<file path="src/rtl/matraptor_row_dispatcher_if.sv">
// Partial-product stream bus between the upstream source, the row dispatcher and the PE array.
// The dispatcher connects through the slave modport; the source/PE side uses master.
interface matraptor_row_dispatcher_if #(
  parameter int DATA_W  = 32,
  parameter int IDX_W   = 16,
  parameter int NUM_PES = 4
);
  logic               in_valid;
  logic               in_ready;
  logic [DATA_W-1:0]  in_val;
  logic [IDX_W-1:0]   in_row;
  logic [IDX_W-1:0]   in_col;
  logic               in_last;
  logic [NUM_PES-1:0] pe_valid;
  logic [NUM_PES-1:0] pe_ready;
  logic [DATA_W-1:0]  pe_val;
  logic [IDX_W-1:0]   pe_row;
  logic [IDX_W-1:0]   pe_col;
  logic               pe_last;
  logic [NUM_PES-1:0] pe_row_done;

  modport slave (
    input  in_valid, in_val, in_row, in_col, in_last, pe_ready, pe_row_done,
    output in_ready, pe_valid, pe_val, pe_row, pe_col, pe_last
  );

  modport master (
    output in_valid, in_val, in_row, in_col, in_last, pe_ready, pe_row_done,
    input  in_ready, pe_valid, pe_val, pe_row, pe_col, pe_last
  );
endinterface

</file>
<file path="src/rtl/matraptor_row_dispatcher.sv">
// Row-granular scheduler: binds each output row to one free PE (round-robin) and
// forwards only that row's beats to it, so a row is never split across PEs.
//   state  | meaning
//   IDLE   | waiting for the first beat of a stream
//   BIND   | picking a free PE for the row of the presented beat
//   STREAM | forwarding beats of cur_row to cur_pe
//   DRAIN  | last beat sent, waiting for every PE to go idle
//   DONE   | one-cycle all_done pulse
module matraptor_row_dispatcher #(
  parameter int DATA_W  = 32,
  parameter int IDX_W   = 16,
  parameter int NUM_PES = 4,
  parameter int CNT_W   = 16,
  localparam int PE_W   = (NUM_PES > 1) ? $clog2(NUM_PES) : 1
) (
  input  logic                       clk,
  input  logic                       rst_n,
  matraptor_row_dispatcher_if.slave  bus,
  output logic [NUM_PES-1:0]         pe_busy_o,
  output logic [PE_W-1:0]            cur_pe_o,
  output logic [CNT_W-1:0]           rows_dispatched_o,
  output logic                       all_done_o
);
  typedef enum logic [2:0] {S_IDLE, S_BIND, S_STREAM, S_DRAIN, S_DONE} state_t;

  state_t             state_q, state_d;
  logic [NUM_PES-1:0] busy_q, busy_d;
  logic [PE_W-1:0]    rr_q, rr_d;
  logic [PE_W-1:0]    cur_pe_q, cur_pe_d;
  logic [IDX_W-1:0]   cur_row_q, cur_row_d;
  logic [CNT_W-1:0]   rows_q, rows_d;

  logic               found;
  logic [PE_W-1:0]    pick, pick_nxt, cand;
  logic               match, ready_c;
  logic [NUM_PES-1:0] pv_c;
  logic [DATA_W-1:0]  val_w;

  assign val_w       = bus.in_val;
  assign bus.pe_val  = val_w;
  assign bus.pe_row  = bus.in_row;
  assign bus.pe_col  = bus.in_col;
  assign bus.pe_last = bus.in_last;
  assign bus.in_ready = ready_c;
  assign bus.pe_valid = pv_c;

  // First non-busy PE at or after rr_q, wrapping modulo NUM_PES.
  always_comb begin
    int j;
    found = 1'b0;
    pick  = '0;
    cand  = '0;
    j     = 0;
    for (int i = 0; i < NUM_PES; i++) begin
      j = int'(rr_q) + i;
      if (j >= NUM_PES) j = j - NUM_PES;
      cand = PE_W'(j);
      if (!found && !busy_q[cand]) begin
        found = 1'b1;
        pick  = cand;
      end
    end
  end

  assign pick_nxt = (int'(pick) == NUM_PES - 1) ? '0 : pick + PE_W'(1);
  assign match    = (bus.in_row == cur_row_q);

  always_comb begin
    state_d   = state_q;
    busy_d    = busy_q & ~bus.pe_row_done;
    rr_d      = rr_q;
    cur_pe_d  = cur_pe_q;
    cur_row_d = cur_row_q;
    rows_d    = rows_q;
    ready_c   = 1'b0;
    pv_c      = '0;
    case (state_q)
      S_IDLE: begin
        if (bus.in_valid) begin
          state_d = S_BIND;
          rows_d  = '0;
        end
      end
      S_BIND: begin
        if (found) begin
          cur_pe_d     = pick;
          busy_d[pick] = 1'b1;
          cur_row_d    = bus.in_row;
          rr_d         = pick_nxt;
          if (rows_q != '1) rows_d = rows_q + CNT_W'(1);
          state_d      = S_STREAM;
        end
      end
      S_STREAM: begin
        // Binding lives in cur_pe/cur_row, so an early done pulse does not stop the row.
        if (match) begin
          ready_c        = bus.pe_ready[cur_pe_q];
          pv_c[cur_pe_q] = bus.in_valid;
        end
        if (bus.in_valid && ready_c && bus.in_last) state_d = S_DRAIN;
        else if (bus.in_valid && !match)            state_d = S_BIND;
      end
      S_DRAIN: begin
        if (busy_q == '0) state_d = S_DONE;
      end
      S_DONE:  state_d = S_IDLE;
      default: state_d = S_IDLE;
    endcase
  end

  always_ff @(posedge clk or negedge rst_n) begin
    if (!rst_n) begin
      state_q   <= S_IDLE;
      busy_q    <= '0;
      rr_q      <= '0;
      cur_pe_q  <= '0;
      cur_row_q <= '0;
      rows_q    <= '0;
    end else begin
      state_q   <= state_d;
      busy_q    <= busy_d;
      rr_q      <= rr_d;
      cur_pe_q  <= cur_pe_d;
      cur_row_q <= cur_row_d;
      rows_q    <= rows_d;
    end
  end

  assign pe_busy_o         = busy_q;
  assign cur_pe_o          = cur_pe_q;
  assign rows_dispatched_o = rows_q;
  assign all_done_o        = (state_q == S_DONE);
endmodule

</file>
<file path="src/flat_wrapper.sv">
// flat-port wrapper written by rule: the top's interface ports become plain ports
module matraptor_row_dispatcher_flat 
#(
  parameter int DATA_W  = 32,
  parameter int IDX_W   = 16,
  parameter int NUM_PES = 4,
  parameter int CNT_W   = 16,
  localparam int PE_W   = (NUM_PES > 1) ? $clog2(NUM_PES) : 1
)
  (clk, rst_n, pe_busy_o, cur_pe_o, rows_dispatched_o, all_done_o, bus_in_valid, bus_in_val, bus_in_row, bus_in_col, bus_in_last, bus_pe_ready, bus_pe_row_done, bus_in_ready, bus_pe_valid, bus_pe_val, bus_pe_row, bus_pe_col, bus_pe_last);
  matraptor_row_dispatcher_if #(.DATA_W(DATA_W), .IDX_W(IDX_W), .NUM_PES(NUM_PES)) bus_i ();
  input  logic clk;
  input  logic rst_n;
  output logic [NUM_PES-1:0] pe_busy_o;
  output logic [PE_W-1:0] cur_pe_o;
  output logic [CNT_W-1:0] rows_dispatched_o;
  output logic all_done_o;
  input wire logic [$bits(bus_i.in_valid)-1:0] bus_in_valid;
  input wire logic [$bits(bus_i.in_val)-1:0] bus_in_val;
  input wire logic [$bits(bus_i.in_row)-1:0] bus_in_row;
  input wire logic [$bits(bus_i.in_col)-1:0] bus_in_col;
  input wire logic [$bits(bus_i.in_last)-1:0] bus_in_last;
  input wire logic [$bits(bus_i.pe_ready)-1:0] bus_pe_ready;
  input wire logic [$bits(bus_i.pe_row_done)-1:0] bus_pe_row_done;
  output wire logic [$bits(bus_i.in_ready)-1:0] bus_in_ready;
  output wire logic [$bits(bus_i.pe_valid)-1:0] bus_pe_valid;
  output wire logic [$bits(bus_i.pe_val)-1:0] bus_pe_val;
  output wire logic [$bits(bus_i.pe_row)-1:0] bus_pe_row;
  output wire logic [$bits(bus_i.pe_col)-1:0] bus_pe_col;
  output wire logic [$bits(bus_i.pe_last)-1:0] bus_pe_last;
  assign bus_i.in_valid = bus_in_valid;
  assign bus_i.in_val = bus_in_val;
  assign bus_i.in_row = bus_in_row;
  assign bus_i.in_col = bus_in_col;
  assign bus_i.in_last = bus_in_last;
  assign bus_i.pe_ready = bus_pe_ready;
  assign bus_i.pe_row_done = bus_pe_row_done;
  assign bus_in_ready = bus_i.in_ready;
  assign bus_pe_valid = bus_i.pe_valid;
  assign bus_pe_val = bus_i.pe_val;
  assign bus_pe_row = bus_i.pe_row;
  assign bus_pe_col = bus_i.pe_col;
  assign bus_pe_last = bus_i.pe_last;
  matraptor_row_dispatcher #(.DATA_W(DATA_W), .IDX_W(IDX_W), .NUM_PES(NUM_PES), .CNT_W(CNT_W)) u_core (.clk(clk), .rst_n(rst_n), .bus(bus_i), .pe_busy_o(pe_busy_o), .cur_pe_o(cur_pe_o), .rows_dispatched_o(rows_dispatched_o), .all_done_o(all_done_o));
endmodule
</file>
<file path="config.mk">
export PLATFORM = sky130hd
export DESIGN_NAME = matraptor_row_dispatcher_flat
export DESIGN_NICKNAME = d
export VERILOG_FILES = /design/src/rtl/matraptor_row_dispatcher_if.sv /design/src/rtl/matraptor_row_dispatcher.sv /design/src/flat_wrapper.sv
export SDC_FILE = /design/constraint.sdc
export NUM_CORES = 1
export LEC_CHECK = 0
export CORE_MARGIN = 3
export CORE_UTILIZATION = 39
export CTS_BUF_LIST = sky130_fd_sc_hd__clkbuf_4 sky130_fd_sc_hd__clkbuf_8
export DETAILED_ROUTE_END_ITERATION = 8
export HOLD_SLACK_MARGIN = 0.03
export PLACE_DENSITY_LB_ADDON = 0.25
export SYNTH_ARGS = -nofsm -noshare
export SYNTH_HDL_FRONTEND = slang
export SYNTH_SLANG_ARGS = --single-unit
export TNS_END_PERCENT = 100
</file>
<file path="constraint.sdc">
create_clock -name clk -period 2.4 [get_ports clk]
set_input_delay 0.36 -clock clk [delete_from_list [all_inputs] [get_ports clk]]
set_output_delay 0.36 -clock clk [all_outputs]
set_load 0.01 [all_outputs]
</file>
==> results of run 1 <==
cells in the mapped netlist (2+ instances only):
cell type,count
sky130_fd_sc_hd__buf_4,65
sky130_fd_sc_hd__a32oi_1,2
sky130_fd_sc_hd__clkbuf_1,10
sky130_fd_sc_hd__a21oi_1,5
sky130_fd_sc_hd__o221ai_1,4
sky130_fd_sc_hd__o211ai_1,2
sky130_fd_sc_hd__nor4_1,9
sky130_fd_sc_hd__a21o_1,2
sky130_fd_sc_hd__ha_1,5
sky130_fd_sc_hd__a22o_1,2
sky130_fd_sc_hd__inv_1,8
sky130_fd_sc_hd__nor2b_1,2
sky130_fd_sc_hd__xnor2_1,16
sky130_fd_sc_hd__nand3_1,10
sky130_fd_sc_hd__o21ai_0,11
sky130_fd_sc_hd__and2_1,2
sky130_fd_sc_hd__a31oi_1,2
sky130_fd_sc_hd__dfrtp_1,43
sky130_fd_sc_hd__nand2_1,88
sky130_fd_sc_hd__nand3b_1,4
sky130_fd_sc_hd__nor3b_1,2
sky130_fd_sc_hd__nor2_1,13
sky130_fd_sc_hd__nand4_1,7
sky130_fd_sc_hd__or4b_1,2
sky130_fd_sc_hd__or3_1,2
sky130_fd_sc_hd__nand2b_1,7
sky130_fd_sc_hd__nor3_1,8
path summary, 6_finish.rpt:
kind                                           endpoint  depth (start not counted)           startpoint  slack (ps)
setup / recovery                        bus_pe_valid[2]                          7  u_core.cur_row_q[2]         140
hold / removal                      u_core.cur_row_q[1]                          3        bus_in_row[1]         360
setup reg to reg            u_core.rows_dispatched_o[3]                          5  u_core.pe_busy_o[3]         310
hold reg to reg                     u_core.cur_row_q[0]                          2  u_core.cur_row_q[0]         500
max in group asynchronous           u_core.cur_row_q[5]                          3                rst_n        1320
min in group asynchronous  u_core.rows_dispatched_o[10]                          2                rst_n         520
cell type report:
cell class              instances  area [sq um]
well taps                      96           120
flip-flops and latches         43          1080
inverters                       8          30.0
repair buffers                 96           868
clock buffers                   6          76.3
multi-input cells             221          1310
fillers                       701          3490
clock inverters                 2          12.5
worst register-to-register path, stage by stage, from the launching register on:
cell and delay (ps):
sky130_fd_sc_hd__dfrtp_1 440, sky130_fd_sc_hd__and4_4 220, sky130_fd_sc_hd__a2111o_1 440, sky130_fd_sc_hd__a41o_1 320
sky130_fd_sc_hd__or4b_1 520, sky130_fd_sc_hd__nand3_1 90
sequential cells by signal, summed over array words and instances, names as in the netlist:
signal                    flops
u_core.rows_dispatched_o     16
u_core.cur_row_q             16
u_core.pe_busy_o              4
u_core.rr_q                   2
u_core.state_q                3
u_core.cur_pe_o               2
cell families after synthesis:
| family | count (synthesis) |
|---|---|
| and+or+nand+nor | 162 |
| AOI/OAI and AO/OA | 37 |
| DFF | 43 |
| buffers and inverters | 84 |
| xor gates and xnor gates | 16 |
| muxes | 1 |
| adders and majority gates | 5 |
per-layer routing:
metal	up-vias	part of all wire, %	track usage [%]	wire (microns)
met5	-	0	0	0
met4	0	1.4	5.32	84
met2	70	47	24.6	2890
li1	1165	-	-	-
met3	21	6.3	3.45	384
met1	1121	45	20.0	2770
power by group:
part | total [mW] | internal (mW) | switching, mW | leakage, nW
combinational | 1.69 | 0.834 | 0.855 | 0.929
sequential | 1.38 | 1.03 | 0.357 | 0.558
clock | 0.465 | 0.215 | 0.250 | 0.0446
total | 3.54 | 2.08 | 1.46 | 1.53
repair_timing:
action                                  4_1_cts  5_1_grt
pin swaps                                     7        8
endpoints found under the hold margin        14        0
resized for setup                            38       11
endpoints found under the setup margin        5        5
hold buffers                                  1        0
metrics by stage:
step                      power, mW  setup WS, ps  cell area (sq um)  cells
after floorplan                2.43           380               2880    348
after global placement         3.02          -545               3370    463
after detailed placement       3.07          -564               3370    463
after CTS                      3.56          4.50               3460    472
after global routing           3.88          2.63               3500    472
final                          3.54           143               3500    472
==> summary by stage, run 1 <==
Layout
The library cells used most frequently in the layout, excluding fill and tap cells, are 87 x sky130_fd_sc_hd__nand2_1, 50 x sky130_fd_sc_hd__clkdlybuf4s50_1, 43 x sky130_fd_sc_hd__dfrtp_1. From synthesis to final layout, the design area changed by 21.3%. Of the cells placed in the final design, the portion with a size suffix greater than 1 is 12.5%.

At the end of the flow the core is filled with cells to 50.1%. The net count of the finished layout is 456. The library cell used most frequently in the layout, excluding fill and tap cells, is sky130_fd_sc_hd__nand2_1. 0 antenna diodes ended up in the layout.

Synth
The number of enable flip-flop cells after synthesis is 0. Yosys printed 0 warnings. Of the post-synthesis cell area, the dominant cell type holds a little under two fifths.

When the netlist entered floorplanning its net count stood at 429. The fraction of the mapped netlist area in simple logic gates is about a quarter. The post-synthesis instance area is 2880 sq um. The post-synthesis xor/xnor area fraction is 4.86%. The most used flip-flop cell after synthesis is sky130_fd_sc_hd__dfrtp_1. The post-synthesis share of cell area spent on full adders, half adders and majority gates is roughly 2.2%. The cell count after synthesis is 348. By area, the combinational part of the netlist is dominated by simple AND/OR/NAND/NOR gates. By area the synthesized netlist is led by sky130_fd_sc_hd__dfrtp_1 37%, sky130_fd_sc_hd__buf_4 17%, sky130_fd_sc_hd__nand2_1 11%. Summing the sequential cell areas from Yosys gives roughly 37% of the chip area. In the synthesized netlist the async set-or-reset flop fraction comes to between 90% and 100%. Summing the areas of all compound-gate instances in the mapped netlist gives 8.85% of the synthesized area.

The mean area per synthesized cell is slightly above 8 sq um. The register bit count reported by yosys is 43. Summed over all instances, the cell type with the most area after synthesis is sky130_fd_sc_hd__dfrtp_1.

The multiplexer area fraction after synthesis is 0.781%. The number of distinct library cells after synthesis is 42.

Timing
Hold timing on the final database bottoms out at a slack of 356 ps. In the finished design, the share of the clock period the worst path needs comes to 94.0%. The max-slew violation count is 0.

The routed design could run at a clock period as short as 2260 ps. The number of hold-slack violations in the final timing report is 0. For the pin with the worst max-slew slack, the measured transition is 672 ps. Setup violations remaining at the end of the flow were counted as 0. The post-route clock skew is 10.7 ps. Headroom to the max-slew limit came out at ~55%. The sum of negative setup slack is 0 ps. Based on the critical path, the design can be clocked at up to 443 MHz. Setup repair after global routing left no endpoint under its margin.

Global routing
The largest net degree at the start of global routing is 25. Global routing consumed, over all layers together, 15.2% of the routing resources. The total overflow left after global routing is 0. The number of antenna violations at the first check in global routing is 0. The via count of the first global-routing pass is ~2.4k. The first global-routing pass estimated 10.6 mm of wire.

Worst hold path
The worst hold path belongs to the class input pin to register.

Floorplan
During I/O placement, the number of pins put on the boundary was 169. The die covers 8460 sq um. The total core area is 6980 sq um.

For this configuration, the core starts out at a cell density of between 40% and 50%. The overall die width is 92.0 microns. In this run the vertical extent of the chip is slightly above 90 microns. The number of placement rows is 30.

Clock tree
The buffer type at the clock tree root is sky130_fd_sc_hd__clkbuf_8. Buffers added to address setup during post-CTS repair amount to 0. TritonCTS created 5 clock buffers. Clock latency on the worst-skew pair, taken at its later pin, is between 200 and 300 ps. TritonCTS built the clock tree. After clock tree synthesis, the clock-pin slew on the worst setup and hold paths is 90 ps. The clock passes through at most 2 buffers. The clock sink count is 43.

The H-tree generated during clock tree synthesis spans 2 levels.

Power
The worst ir drop on vdd is approximately 0.00042 V. Power spread over the standard cell area amounts to about 1000 nW/um^2. The leakage power summed over all cells is 1.53 nW.

Setup path
The buffering stage count on the worst path with inverters included is 2. Of all nets on the critical path, the largest fanout is 5. The type of element launching the critical path is a register.

Grouping stages by cell kind, the critical path spends the most delay in simple AND/OR/NAND/NOR gates. The type of the worst setup path is register to output port. STA classifies the critical path endpoint as an output port. The longest individual stage delay on the worst path is roughly 400 ps. The worst path arrival time is 1900 ps. The signal on the critical path passes through xnor2_1, nand4_1, nor4_2, buf_4, nand2_8, nor4_1, buf_2.

The slowest stage cell on the critical path is sky130_fd_sc_hd__dfrtp_1. Data on the critical path is required at its endpoint by 2040 ps.

Drt
The first routing iteration left 55 violations. The total wire length after detailed routing is 6.13 mm. The wire length per cell after detailed routing is 13.0 microns. The count of nets left with antenna violations once routing finished came out at 0. For this block, the via count after detailed routing is 2377. The first detailed-routing pass took 4 iterations. After detailed routing, the number of remaining DRC violations is 0.

The per-cell via count in the routed design is 5.04.

Placed design
The placer congestion estimate is 0.821. Summed over all nets, the half-perimeter wirelength after detailed placement is 4.54 mm. Port buffering added 72 buffers.

Run
Across the run, the number of max-cap violations was 0.

Run status
The run finished with clean final reports.
(Power assumes the default switching activity.)
==> run 2: changes to the inputs <==
--- a/config.mk
+++ b/config.mk
@@ -6,7 +6,7 @@
 export NUM_CORES = 1
 export LEC_CHECK = 0
 export CORE_MARGIN = 3
-export CORE_UTILIZATION = 39
+export CORE_UTILIZATION = 35
 export CTS_BUF_LIST = sky130_fd_sc_hd__clkbuf_4 sky130_fd_sc_hd__clkbuf_8
 export DETAILED_ROUTE_END_ITERATION = 8
 export HOLD_SLACK_MARGIN = 0.03
==> constraint.sdc (replaced) <==
create_clock -name clk -period 1.9 [get_ports clk]
set_input_delay 0.285 -clock clk [delete_from_list [all_inputs] [get_ports clk]]
set_output_delay 0.285 -clock clk [all_outputs]
set_load 0.01 [all_outputs]
==> run 2 against run 1 <==
The run now ends with setup timing left; core utilization down 2.4 points; total power grew 37%; critical path depth is 1 higher; cell count rose by 6.4%; highest routed layer unchanged; wire length up 12%; die area grew 11%; via count rose by 5.0%; non-clock buffer count up 23; global-route usage decreased by 1.0 points; sequential power increased by 22%; count of clock-buffer cells in the layout unchanged.
==> summary by stage, run 2 (same netlist as run 1, synthesis figures left out) <==
Power
The switching share of power is 40.6% (-0.69 points). The power density of the placed cells was 1300 nW/um^2 (+29%). The leakage power summed over all cells came to 1.65 nW (+7.7%).

The proportion of power drawn by the clock network is 12.9% (-0.2 points). The internal power summed over all cells came to 2.89 mW (+39%). The net switching power is 1.98 mW (+35%). The share of total power in sequential cells is 34.5% (-4.6 points). The logic gate share of total power was 52.5% (+4.8 points). The worst ir drop on vdd is 0.000609 V (+45%).

Timing
The count of final setup violators was 8 (+8). The smallest setup slack after layout is -318 ps (-462 ps). The worst slew slack as a fraction of its limit came to 51.1% (-4.1 points). The slew at the pin closest to its max-slew limit is 734 ps (+62.0 ps).

Setup repair after global routing could not meet its margin everywhere. The post-route worst hold slack came to 43.4 ps (-312 ps). Counting I/O delays and the setup requirement, the final critical path takes 2220 ps. The share of the clock period used by the worst path after layout is 117%. The post-route clock skew was 6.44 ps (-4.26 ps). The max-slew violation count is 0 (unchanged).

The highest clock frequency the design can meet is 451 MHz. The number of hold-slack violations in the final timing report came to 0 (unchanged). The sum of negative setup slack is -1460 ps (-1460 ps).

Clock tree
The clock sink count was 43 (unchanged). TritonCTS built the clock tree. The clock edge transition at the registers on the reported setup and hold paths is 90 ps (about the same). The hold buffer count at CTS is 0 (-1). The source-to-sink clock delay at the later pin of the worst-skew pair was 290 ps (about the same). The maximum level of the CTS H-tree is 2 (unchanged). The number of buffers created by CTS is 5 (unchanged). The root buffer cell chosen for the clock tree is sky130_fd_sc_hd__clkbuf_8. The maximum clock path buffer count is 2 (unchanged).

Placed design
The count of input and output buffers is 72 (unchanged). The placer congestion estimate was 0.788 (-4.0%). The setup slack at placement came to -821 ps (-256 ps).

The HPWL after detailed placement was 5.04 mm (+11%).

Layout
The net count of the finished layout is 480 (+5.3%). The area taken by multi-input logic gates is 1350 sq um (+3.0%). The commonest non-fill, non-tap cell in the layout is sky130_fd_sc_hd__nand2_1. The area occupied by registers came to 1080 sq um (+0.23%). The final-layout fill cell count is 790 (+13%).

The number of antenna repair diodes came to 0 (unchanged). In the layout the commonest cells are 87 x sky130_fd_sc_hd__nand2_1, 55 x sky130_fd_sc_hd__clkdlybuf4s50_1, 46 x sky130_fd_sc_hd__buf_4. The fraction of final layout cells sized beyond drive strength 1 was 19.3% (+6.8 points). Relative to the synthesized area, the layout overhead comes to 29.7%.

The post-route core utilization is 47.7% (-2.4 points).

Run
The number of maximum-capacitance constraint violations was 0 (unchanged).

Setup path
The required time reported for the critical path endpoint was 1620 ps (-420 ps). The type of element launching the critical path is an input pin. The cell repeated most along the worst path is sky130_fd_sc_hd__nor4_2. The worst register-to-register path ends at u_core.rows_dispatched_o[12]. The worst path arrival time is 1930 ps (+30 ps). The endpoint kind of the worst setup timing path is an output port.

The depth of the worst register-to-register path is 5 (unchanged). The longest individual stage delay on the worst path is 490 ps (+90 ps). The slack of the worst reg-to-reg path is -40 ps (-350 ps). The critical path is of the input pin to output port type. The worst register-to-register path begins at u_core.pe_busy_o[1]. The slowest stage cell on the critical path is sky130_fd_sc_hd__clkdlybuf4s50_1. The maximum fanout along the worst path was 5 (unchanged).

Walking the worst path, the cells encountered are clkdlybuf4s50_1, xnor2_1, nand4_1, nor4_2, buf_4, nand2_8, nor4_2, buf_2.

Global routing
The wire length of the first global-routing pass is 11.2 mm (+5.9%). The largest net degree at the start of global routing is 32 (+28%). The number of antenna violations at the first check in global routing is 0 (unchanged). The via count of the first global-routing pass is 2423 (+2.9%).

The leftover overflow at the end of global routing is 0 (unchanged). The overall fraction of global-route tracks in use is 14.2% (-1.0 points).

Floorplan
The die area came to 9360 sq um (+11%). The overall die width is 96.8 microns (+5.2%). The total core area is 7850 sq um (+12%). The number of placed I/O pins came to 169 (unchanged). The y dimension of the die is 96.8 microns (+5.2%). The number of placement rows is 32 (+6.7%). The starting utilization of the core area came to 36.7% (-4.6 points).

Drt
The total wire length after detailed routing is 6.88 mm (+12%). The per-cell via count in the routed design is 4.97 (-1.2%). The detailed router's first-iteration violation count is 125 (+130%). The detailed-routing iteration count for the pre-antenna-repair pass came to 4 (unchanged). The count of vias placed by the detailed router is 2497 (+5.0%). The wire length per cell after detailed routing was 13.7 microns (+5.5%).

The DRC violation count after routing is 0 (unchanged). The count of nets left with antenna violations after detail routing is 0 (unchanged).

Run status
The run finished, with violations left. The final reports fail on setup timing.

Worst hold path
The path class of the tightest hold or removal check is input pin to async pin.
-- run 2: changes by cell type in the layout (fill, tap and decap cells not counted), moves of 2 or more --
cell                              before  now
sky130_fd_sc_hd__dlygate4sd2_1        12    8
sky130_fd_sc_hd__buf_4                23   46
sky130_fd_sc_hd__dfrtp_2               0    2
sky130_fd_sc_hd__dfrtp_1              43   41
sky130_fd_sc_hd__clkdlybuf4s50_1      50   55
-- run 2: metrics by stage --
step / total power [mW] / cells / cell area [sq um]
final: 4.86 / 502 / 3740
after global routing: 5.27 / 502 / 3740
after CTS: 4.86 / 502 / 3670
after detailed placement: 4.16 / 492 / 3560
after global placement: 4.10 / 492 / 3560
after floorplan: 3.07 / 348 / 2890
-- run 2: final cells by class --
type	instances	area share (%)
well taps	102	3.41
clock buffers	6	2.21
clock inverters	2	0.435
inverters	8	0.803
repair buffers	119	28.2
flip-flops and latches	43	28.8
multi-input cells	222	36.1
-- run 2: repair_timing --
action	CTS	global route
gates resized for setup	38	13
setup buffers	1	0
pin swaps	9	7
endpoints found under the hold margin	0	0
cloned	1	0
endpoints found under the setup margin	13	11
-- run 2: worst max path at each step --
stage / startpoint / end / slack (ps) / depth (start not counted)
after global placement: bus_in_row[2] / bus_pe_valid[2] / -820 / 8
after detailed placement: bus_in_row[2] / bus_pe_valid[2] / -820 / 8
final: bus_in_row[10] / bus_pe_valid[0] / -320 / 8
after global routing: u_core.cur_row_q[3] / bus_pe_valid[0] / -460 / 7
after CTS: u_core.cur_row_q[0] / bus_pe_valid[2] / -360 / 7
after floorplan: u_core.pe_busy_o[1] / u_core.rows_dispatched_o[12] / 2 / 5
-- run 2: worst max-delay path: cells and delay by family --
kind	cells	cell delay, ps
buf+inv	3	850
simple gates	4	680
xor+xnor	1	120
-- run 2: metal layers --
layer  vias to the layer above  share of wire [%]  track usage (%)
met3                        13                7.2             4.40
li1                       1216                  -                -
met5                         -                  0                0
met1                      1182                 45             18.2
met2                        86                 46             23.5
met4                         0               0.96             3.35
-- run 2: power by group through the flow --
stage                     clock (mW)  combinational (mW)  sequential (mW)
after CTS                      0.654                2.54             1.67
after detailed placement           0                2.49             1.67
final                          0.630                2.55             1.68
after global routing           0.696                2.82             1.75
after floorplan                    0                1.33             1.74
after global placement             0                2.43             1.66
==> run 3: changes to the inputs <==
--- a/config.mk
+++ b/config.mk
@@ -6,7 +6,7 @@
 export NUM_CORES = 1
 export LEC_CHECK = 0
 export CORE_MARGIN = 3
-export CORE_UTILIZATION = 35
+export CORE_UTILIZATION = 42
 export CTS_BUF_LIST = sky130_fd_sc_hd__clkbuf_4 sky130_fd_sc_hd__clkbuf_8
 export DETAILED_ROUTE_END_ITERATION = 8
 export HOLD_SLACK_MARGIN = 0.03
==> constraint.sdc (replaced) <==
create_clock -name clk -period 2.6 [get_ports clk]
set_input_delay 0.39 -clock clk [delete_from_list [all_inputs] [get_ports clk]]
set_output_delay 0.39 -clock clk [all_outputs]
set_load 0.01 [all_outputs]
==> run 3 against run 2 <==
First-iteration DRC count fell by 35%; flip-flop and latch count unchanged; non-clock buffer count down 24; the run now ends clean; wire length decreased by 11%; clock power shrank 34%; largest cell class unchanged; clock skew down 1.5 ps; global-route usage rose by 1.6 points; count of clock-buffer cells in the layout is 1 lower.
==> summary by stage, run 3 (same netlist as run 1, synthesis figures left out) <==
Clock tree
The maximum level of the CTS H-tree came to 2 (unchanged). The clock sink count is 43 (unchanged). The buffer type at the clock tree root is sky130_fd_sc_hd__clkbuf_8. The number of buffers created by CTS is 5 (unchanged). The clock edge transition at the registers on the reported setup and hold paths is 80 ps (about the same). The source-to-sink clock delay at the later pin of the worst-skew pair came to 290 ps (about the same). The maximum clock path buffer count was 2 (unchanged). The TritonCTS clock tree is built.

Global routing
The overall fraction of global-route tracks in use was 15.8% (+1.6 points). The number of antenna violations at the first check in global routing is 0 (unchanged). The wire length of the first global-routing pass is 9.83 mm (-12%). The leftover overflow at the end of global routing was 0 (unchanged).

The largest net degree at the start of global routing is 27 (-16%). The via count of the first global-routing pass is 2199 (-9.2%).

Power
The logic gate share of total power is 46.7% (-5.8 points). The total power is 3.22 mW (-34%). The worst ir drop on vdd is 0.000405 V (-33%). The leakage power summed over all cells is 1.57 nW (-4.5%). The net switching power is 1.34 mW (-32%). The power density of the placed cells was 926 nW/um^2 (-29%). The share of total power in sequential cells came to 40.5% (+6.0 points). The proportion of power drawn by the clock network is 12.9% (about the same). The switching share of power is 41.5% (+0.91 points). The internal power summed over all cells is 1.88 mW (-35%).

Floorplan
The total core area is 6490 sq um (-17%). The starting utilization of the core area came to 44.4% (+7.6 points). The die area was 7890 sq um (-16%). The y dimension of the die is 88.8 microns (-8.2%). The number of placed I/O pins was 169 (unchanged). The number of placement rows is 29 (-9.4%). The overall die width is 88.8 microns (-8.2%).

Worst hold path
The min-delay analysis places its worst path in the category input pin to register.

Setup path
The longest individual stage delay on the worst path is 500 ps (about the same). The required time reported for the critical path endpoint was 2210 ps (+590 ps). STA classifies the critical path endpoint as an output port. The maximum fanout along the worst path was 5 (unchanged).

STA classifies the critical path startpoint as an input pin. The slowest stage cell on the critical path is sky130_fd_sc_hd__clkdlybuf4s50_1. The setup path with the least slack is of type input pin to output port.

The cell family contributing the most delay on the critical path is buffers and inverters. The buffering stage count on the worst path with inverters included is 3 (unchanged). The worst path arrival time is 2100 ps (+170 ps). The critical path goes through clkdlybuf4s50_1, xnor2_1, nand4_1, nor4_2, buf_4, nand2_4, nor4_1, dlygate4sd1_1.

Drt
The count of vias placed by the detailed router is 2345 (-6.1%). The DRC violation count after routing is 0 (unchanged). The wire length per cell after detailed routing is 13.6 microns (-1.1%). The total wire length after detailed routing is 6.13 mm (-11%). The detailed-routing iteration count for the pre-antenna-repair pass came to 4 (unchanged). The detailed router's first-iteration violation count is 81 (-35%).

The per-cell via count in the routed design was 5.19 (+4.3%). The count of nets left with antenna violations after detail routing is 0 (unchanged).

Layout
The number of antenna repair diodes is 0 (unchanged). The post-route non-filler standard cell count is 452 (-10%). In the layout the commonest cells are 87 x sky130_fd_sc_hd__nand2_1, 57 x sky130_fd_sc_hd__clkdlybuf4s50_1, 43 x sky130_fd_sc_hd__dfrtp_1. The area added between synthesis and finish is 20.7%. The cell area after layout is 3480 sq um (-7.0%). The fraction of final layout cells sized beyond drive strength 1 is 11.2% (-8.1 points).

The net count of the finished layout is 455 (-5.2%). The library cell used most frequently in the layout, excluding fill and tap cells, is sky130_fd_sc_hd__nand2_1.

Placed design
The setup slack at placement was -321 ps (+500 ps). The HPWL after detailed placement is 4.50 mm (-11%). The placer congestion estimate is 0.789 (+0.14%). The placed instance count was 442 (-10%). The post-detailed-placement cell area is 3330 sq um (-6.6%). The count of input and output buffers came to 72 (unchanged).

Timing
Based on the critical path, the design can be clocked at up to ~400 MHz. The final period demand of the worst path is 2490 ps. Dividing the final minimum period by the clock period gives 95.8%.

The post-route clock skew is 4.94 ps (-1.51 ps). The worst slew slack as a fraction of its limit was 57.2% (+6.2 points). The count of final setup violators is 0 (-8). The slew at the pin closest to its max-slew limit came to 641 ps (-92.4 ps).

The number of hold-slack violations in the final timing report is 0 (unchanged). The max-slew violation count is 0 (unchanged). The smallest setup slack after layout is 110 ps (+429 ps). The sum of negative setup slack is 0 ps (+1460 ps).

Run status
The run finished with clean final reports.

Run
The number of maximum-capacitance constraint violations is 0 (unchanged).
==> run 3: cell types whose count changed in the layout (fill, tap and decap cells not counted), sizes merged <==
cell	before	now
a41o	2	1
clkinv	1	3
dlygate4sd3	0	1
dlygate4sd2	8	1
clkinvlp	1	0
buf	53	25
dlygate4sd1	0	2
dlymetal6s2s	3	9
clkdlybuf4s50	55	57
clkbuf	6	5
==> run 3: timing repair <==
item                                   4_1_cts  5_1_grt
hold buffers                                 1        0
gates resized for setup                     15       18
pin swaps                                    2        6
endpoints found under the hold margin       17        0
setup endpoints to repair                    5        5
setup buffers                                0        1
==> run 3: through the flow <==
| stage | util, % | hold WS (ps) |
|---|---|---|
| after floorplan | - | 94.4 |
| after global placement | 51.2 | 350 |
| after detailed placement | 51.2 | 351 |
| after CTS | 52.6 | 507 |
| after global routing | 53.6 | 385 |
| final | 53.6 | 376 |
==> run 3: worst paths after layout <==
path                            slack [ps]           startpoint                      endpoint  cells past startpoint
worst max-delay path                   110       bus_in_row[14]               bus_pe_valid[0]                      8
min in group asynchronous              550                rst_n   u_core.rows_dispatched_o[9]                      2
worst min-delay path                   380        bus_in_row[2]           u_core.cur_row_q[2]                      3
max in group asynchronous             1370                rst_n           u_core.cur_row_q[6]                      3
worst min register to register         500  u_core.cur_row_q[7]           u_core.cur_row_q[7]                      2
worst max register to register         340  u_core.pe_busy_o[1]  u_core.rows_dispatched_o[12]                      5
==> run 3: power by group through the flow <==
stage	clock network, mW	logic (mW)	registers (mW)
final	0.415	1.50	1.30
after global routing	0.458	1.70	1.36
after CTS	0.434	1.50	1.29
after detailed placement	0	1.51	1.29
after global placement	0	1.47	1.29
after floorplan	0	0.972	1.27
==> run 3: tightest hold or removal path, stage by stage <==
cell                             delay (ps)
sky130_fd_sc_hd__dlymetal6s2s_1         140
sky130_fd_sc_hd__nand2_1                 60
sky130_fd_sc_hd__nand2_1                 50
==> run 3: cell type report <==
type                    count  area, sq um
clock buffers               5         68.8
clock inverters             3         15.0
fillers                   593         3020
inverters                   8         30.0
multi-input cells         221         1290
flip-flops and latches     43         1080
well taps                  77         96.3
repair buffers             95          900
==> run 3: layer usage <==
metal  vias to the layer above  track usage, %  share of wire, %
met1                      1078            21.1                47
met2                        82            24.2                45
met3                        15            4.93               6.9
met5                         -               0                 0
met4                         0            5.36               1.2
li1                       1170               -                 -
